## config.mk

```make
export PLATFORM = sky130hd
export DESIGN_NAME = anode_scan_ctrl
export DESIGN_NICKNAME = d
export VERILOG_FILES = /design/src/rtl/anode_scan_ctrl_pkg.sv /design/src/rtl/anode_scan_ctrl_hex_to_seg7.sv /design/src/rtl/anode_scan_ctrl.sv
export SDC_FILE = /design/constraint.sdc
export NUM_CORES = 1
export LEC_CHECK = 0
export CORE_ASPECT_RATIO = 2
export CORE_MARGIN = 1.5
export CORE_UTILIZATION = 40
export DETAILED_ROUTE_END_ITERATION = 10
export PLACE_DENSITY = 0.65
export SLEW_MARGIN = 20
export SYNTH_ARGS = -nofsm -noshare
export SYNTH_HDL_FRONTEND = slang
export SYNTH_SLANG_ARGS = --single-unit
```

## constraint.sdc

```tcl
create_clock -name clk -period 5.7 [get_ports clk]
set_input_delay 1.14 -clock clk [delete_from_list [all_inputs] [get_ports clk]]
set_output_delay 1.14 -clock clk [all_outputs]
set_load 0.02 [all_outputs]
```

## src/rtl/anode_scan_ctrl_pkg.sv

```systemverilog
// Shared constants, FSM encoding and hex-to-segment table for the 7-segment scan controller.
// Segment codes are active-low {g,f,e,d,c,b,a}.
package anode_scan_ctrl_pkg;

    localparam logic [6:0] SEG_BLANK = 7'h7F;
    localparam logic [7:0] AN_OFF    = 8'hFF;

    typedef enum logic [1:0] {
        IDLE  = 2'd0,
        BLANK = 2'd1,
        DRIVE = 2'd2
    } state_e;

    function automatic logic [6:0] hex_to_seg(input logic [3:0] hex);
        logic [6:0] code;
        case (hex)
            4'h0:    code = 7'h40;
            4'h1:    code = 7'h79;
            4'h2:    code = 7'h24;
            4'h3:    code = 7'h30;
            4'h4:    code = 7'h19;
            4'h5:    code = 7'h12;
            4'h6:    code = 7'h02;
            4'h7:    code = 7'h78;
            4'h8:    code = 7'h00;
            4'h9:    code = 7'h10;
            4'hA:    code = 7'h08;
            4'hB:    code = 7'h03;
            4'hC:    code = 7'h46;
            4'hD:    code = 7'h21;
            4'hE:    code = 7'h06;
            default: code = 7'h0E;
        endcase
        return code;
    endfunction

endpackage

```

## src/rtl/anode_scan_ctrl_hex_to_seg7.sv

```systemverilog
// Combinational hex nibble to active-low 7-segment decode (lowercase b and d).
module hex_to_seg7
    import anode_scan_ctrl_pkg::*;
(
    input  logic [3:0] hex,
    output logic [6:0] seg
);

    always_comb begin
        seg = hex_to_seg(hex);
    end

endmodule

```

## src/rtl/anode_scan_ctrl.sv

```systemverilog
// Multiplexed 7-segment scan controller: per-digit blanking dead-time, frame-aligned
// shadow update of display data, registered anode/segment/DP outputs.
module anode_scan_ctrl
    import anode_scan_ctrl_pkg::*;
#(
    parameter int NUM_DIGITS   = 8,
    parameter int BLANK_CYCLES = 4,
    parameter int IDX_W        = 3
) (
    input  logic                    clk,
    input  logic                    rst,
    input  logic                    en,
    input  logic                    scan_tick,
    input  logic [4*NUM_DIGITS-1:0] digit_data,
    input  logic [NUM_DIGITS-1:0]   dp_in,
    input  logic [NUM_DIGITS-1:0]   digit_mask,
    input  logic                    upd_req,
    output logic                    upd_ack,
    output logic [NUM_DIGITS-1:0]   an,
    output logic [6:0]              seg,
    output logic                    dp,
    output logic [IDX_W-1:0]        digit_idx,
    output logic                    frame_start,
    output state_e                  dbg_state
);

    localparam int                     CNT_W      = (BLANK_CYCLES > 1) ? $clog2(BLANK_CYCLES) : 1;
    localparam logic [CNT_W-1:0]       CNT_LAST   = CNT_W'(BLANK_CYCLES - 1);
    localparam logic [IDX_W-1:0]       IDX_LAST   = IDX_W'(NUM_DIGITS - 1);
    localparam logic [NUM_DIGITS-1:0]  AN_ALL_OFF = AN_OFF[NUM_DIGITS-1:0];

    state_e                  state, state_n;
    logic [IDX_W-1:0]        idx, idx_n;
    logic [CNT_W-1:0]        bcnt, bcnt_n;
    logic [4*NUM_DIGITS-1:0] data_sh;
    logic [NUM_DIGITS-1:0]   dp_sh;
    logic [NUM_DIGITS-1:0]   mask_sh;

    logic       frame_wrap;
    logic       blank_done;
    logic       take_upd;
    logic       drive_on;
    logic [3:0] cur_nibble;
    logic [6:0] cur_seg;

    assign dbg_state = state;

    always_comb begin
        state_n    = state;
        idx_n      = idx;
        bcnt_n     = bcnt;
        frame_wrap = 1'b0;
        blank_done = 1'b0;
        if (!en) begin
            state_n = IDLE;
            idx_n   = '0;
            bcnt_n  = '0;
        end else begin
            case (state)
                IDLE: begin
                    state_n = BLANK;
                    idx_n   = '0;
                    bcnt_n  = '0;
                end
                BLANK: begin
                    // Ticks are deliberately not looked at here: a tick during dead-time is dropped.
                    if (bcnt == CNT_LAST) begin
                        state_n    = DRIVE;
                        bcnt_n     = '0;
                        blank_done = 1'b1;
                    end else begin
                        bcnt_n = bcnt + 1'b1;
                    end
                end
                DRIVE: begin
                    if (scan_tick) begin
                        state_n = BLANK;
                        bcnt_n  = '0;
                        if (idx == IDX_LAST) begin
                            idx_n      = '0;
                            frame_wrap = 1'b1;
                        end else begin
                            idx_n = idx + 1'b1;
                        end
                    end
                end
                default: begin
                    state_n = IDLE;
                    idx_n   = '0;
                    bcnt_n  = '0;
                end
            endcase
        end
    end

    // Handshake: upd_req is a level held (with stable data) until upd_ack is seen; the shadow
    // is loaded on the cycle a request meets IDLE or a frame wrap, and upd_ack pulses one cycle later.
    assign take_upd = upd_req && ((state == IDLE) || frame_wrap);

    assign cur_nibble = data_sh[{idx, 2'b00} +: 4];
    assign drive_on   = en && (state == DRIVE) && mask_sh[idx];

    hex_to_seg7 u_dec (
        .hex (cur_nibble),
        .seg (cur_seg)
    );

    // Outputs are decoded from the current state, so they trail state by one clock;
    // en low overrides that lag and blanks on the very next edge.
    always_ff @(posedge clk or negedge rst) begin
        if (!rst) begin
            state       <= IDLE;
            idx         <= '0;
            bcnt        <= '0;
            data_sh     <= '0;
            dp_sh       <= '0;
            mask_sh     <= '0;
            upd_ack     <= 1'b0;
            an          <= AN_ALL_OFF;
            seg         <= SEG_BLANK;
            dp          <= 1'b1;
            digit_idx   <= '0;
            frame_start <= 1'b0;
        end else begin
            state       <= state_n;
            idx         <= idx_n;
            bcnt        <= bcnt_n;
            upd_ack     <= take_upd;
            if (take_upd) begin
                data_sh <= digit_data;
                dp_sh   <= dp_in;
                mask_sh <= digit_mask;
            end
            an          <= drive_on ? ~(NUM_DIGITS'(1) << idx) : AN_ALL_OFF;
            seg         <= drive_on ? cur_seg : SEG_BLANK;
            dp          <= drive_on ? ~dp_sh[idx] : 1'b1;
            digit_idx   <= en ? idx : '0;
            frame_start <= blank_done && (idx == '0);
        end
    end

endmodule

```

==> summary.txt <==
Outcome
  • Status: finished, final reports clean

Layout
  • Number of fill cells: 784
  • N_diodes: 0
  • Layout net count: around 400
  • Area of the multi-input gates: approximately 0.0015 mm²
  • P&R area growth vs syn: 30.8%
  • Share of post-route cells with drive strength above 1: 0.296
  • Sequential cell area: just under 0.002 mm²

Yosys
  • Flops & latches, synth: 76
  • Ys async rst share: 1.00
  • Predominant post-synthesis flop cell: dfrtp_1
  • Syn_nets: between 300 and 400
  • Mapped Area: between 0.003 and 0.004 mm²
  • Ranking of synthesized cells by area: dfrtp_1 (43%), mux2_2 (16%), dfstp_2 (12%), mux4_2 (6.4%), ha_1 (4.6%)
  • Synth area leader: dfrtp_1
  • Avg Inst Size Synth: 13.8 µm²
  • Most frequent cell after synthesis: dfrtp_1
  • Synth top cells by count: dfrtp_1 (60), mux2_2 (50), nand2_1 (19)
  • Top-area cell type share of the netlist area: 0.427
  • YS warnings: 0
  • Unique masters post-synth: 44
  • Sequential area share after synthesis: 0.546
  • Number of synthesized flops with an enable pin: 0
  • Mapped Cells: ~260

Clock tree
  • Skew-Pair Late Insertion Delay: around 0.33 ns
  • Post-CTS Resized: 0
  • Clk pin slew, worst setup/hold paths: around 0.06 ns
  • CTS tree: done
  • Max Root-Sink Buffers: 2
  • Sink Count: 76
  • Total CTS buffers: 9
  • Hold Buf Count CTS: 0
  • # H-tree levels: 3
  • # Post-CTS Setup Buffers: 0
  • Root Driver: clkbuf_16

Drt
  • Post-DRT Antenna Nets: 0
  • Initial drt markers: approximately 120
  • Via density: 5.15
  • Post-DR wirelength/cell: 15.8 µm
  • Routed WL: around 6900 µm
  • TritonRoute pass-1 iters: 4
  • DR DRC count: 0
  • Vias: between 2,000 and 2,500

Timing
  • Tightest slew margin relative to the limit: 0.320
  • Setup Skew: 0.00544 ns
  • RSZ-0062 raised after global routing: no
  • Part of the cycle the worst path needs: 0.596
  • Total negative slack: 0 ns
  • Least-Margin Pin Slew: between 1 and 1.5 ns
  • Fin. Hold Viols: 0
  • Slew Viols, Final: 0
  • WHS: about 0.50 ns
  • Min Tclk post-route: 3.40 ns
  • Final setup fails: 0
  • Fmax achieved: 294 MHz

Critical path
  • Worst-path cell chain: clkdlybuf4s50_1 -> nand3_1 -> a21oi_4 -> buf_4 -> mux2_2
  • Worst Setup End Kind: flip-flop
  • Startpoint Class: primary input
  • Worst Setup Path Type: primary input to flip-flop
  • Worst endpoint required time: 5.91 ns
  • CP arrival: 3.61 ns
  • Crit path largest cell delay: ~0.83 ns
  • Critical-path top delay cell: a21oi_4
  • Largest fanout on the critical path: 33

Global routing
  • Largest net degree at the start of global routing: 77
  • First-pass GRT wire length: roughly 11,000 µm
  • Vias in the first global route: approximately 2,200
  • Global route total overflow: 0
  • Initial antenna violation count: 0
  • Total track usage: 0.156

Floorplanning
  • Row cnt: 48
  • Total I/O pin count: 76
  • Core area: ~0.0086 mm²
  • DIE AREA: approximately 0.0094 mm²
  • Initial Util: 0.410
  • Die X: roughly 69 µm
  • Die height: roughly 140 µm

Placement
  • Port Buf Inserts: between 70 and 80
  • Post-DP HPWL: between 4000 and 5000 µm
  • GP Congestion: around 0.79

Pwr
  • Peak supply drop: 163 µV
  • Tot Pwr: roughly 0.0013 W
  • Leak Pwr: about 1.9 nW
  • PwrDens: about 290 mW/mm²

Flow run
  • Number of max-cap violations: 0

Min path
  • Hold WC Path Type: flip-flop to flip-flop
==> final timing paths <==
path | startpoint | end | slack (ns) | depth (start not counted)
worst min register to register | data_sh[9]$_DFFE_PN0P_ | data_sh[9]$_DFFE_PN0P_ | 0.50 | 1
min in group asynchronous | rst | dp_sh[2]$_DFFE_PN0P_ | 0.94 | 1
max in group asynchronous | rst | data_sh[2]$_DFFE_PN0P_ | 4.15 | 1
worst max register to register | idx[1]$_DFFE_PN0P_ | data_sh[3]$_DFFE_PN0P_ | 2.48 | 6
worst max-delay path | en | data_sh[3]$_DFFE_PN0P_ | 2.30 | 5
worst min-delay path | data_sh[9]$_DFFE_PN0P_ | data_sh[9]$_DFFE_PN0P_ | 0.50 | 1
==> per-stage QoR <==
| stage | instance area, µm² | instances | utilization | worst slack (ns) |
|---|---|---|---|---|
| after global routing | 4600 | 434 | 0.536 | 2.10 |
| after floorplan | 3520 | 255 | - | 3.35 |
| final | 4600 | 434 | 0.536 | 2.30 |
| after detailed placement | 4340 | 418 | 0.505 | 1.91 |
| after CTS | 4600 | 434 | 0.536 | 2.27 |
| after global placement | 4340 | 418 | 0.505 | 1.96 |
==> power breakdown <==
| group | switching [W] | internal, W |
|---|---|---|
| logic | 0.0000756 | 0.000114 |
| registers | 0.0000261 | 0.000593 |
| clock network | 0.000198 | 0.000305 |
==> cells by family (layout without fill, tap and decap cells) <==
kind of cell             after synthesis  in the layout  synth area share
AO/OA/AOI/OAI                         25             25            0.0494
adder cells (fa/ha/maj)               13             13            0.0462
buffers and inverters                 20             99            0.0295
flip-flops                            76             76             0.546
multiplexers                          67             67             0.248
AND/OR/NAND/NOR                       54             54            0.0807
==> routing by layer <==
layer	GRT usage	vias up	part of all wire
li1	-	1063	-
met1	0.167	1108	0.37
met2	0.283	57	0.58
met3	0.0268	6	0.033
met4	0.0915	0	0.015
met5	0	-	0
==> flip-flops by register name, summed over array words and instances (netlist names) <==
name and flops:
an 8, bcnt 2, data_sh 32, dbg_state 2, digit_idx 3, dp 1
dp_sh 8, frame_start 1, idx 3, mask_sh 8, seg 7, upd_ack 1
==> cell usage in the layout (no fill, tap or decap), types with 6 or more instances in the layout <==
cell | synthesis | routed
a21oi_1 | 8 | 7
and2_1 | 6 | 6
clkbuf_16 | 0 | 9
clkdlybuf4s50_1 | 0 | 74
dfrtp_1 | 60 | 60
dfstp_2 | 16 | 16
ha_1 | 13 | 13
mux2_2 | 50 | 50
mux4_2 | 10 | 10
nand2_1 | 19 | 19
nor2b_1 | 9 | 9
==> cell type report <==
class / count / area share
Clock inverter: 2 / 0.00218
Timing Repair Buffer: 77 / 0.166
Sequential cell: 76 / 0.418
Multi-Input combinational cell: 159 / 0.327
Inverter: 6 / 0.00490
Tap cell: 100 / 0.0272
Clock buffer: 14 / 0.0552
==> worst max-delay path, delay by kind of cell <==
family,cells,cell delay (ns)
multiplexers,1,0.37
AO/OA/AOI/OAI,1,0.83
AND/OR/NAND/NOR,1,0.19
buffers and inverters,2,1.07
(Power assumes the default switching activity.)
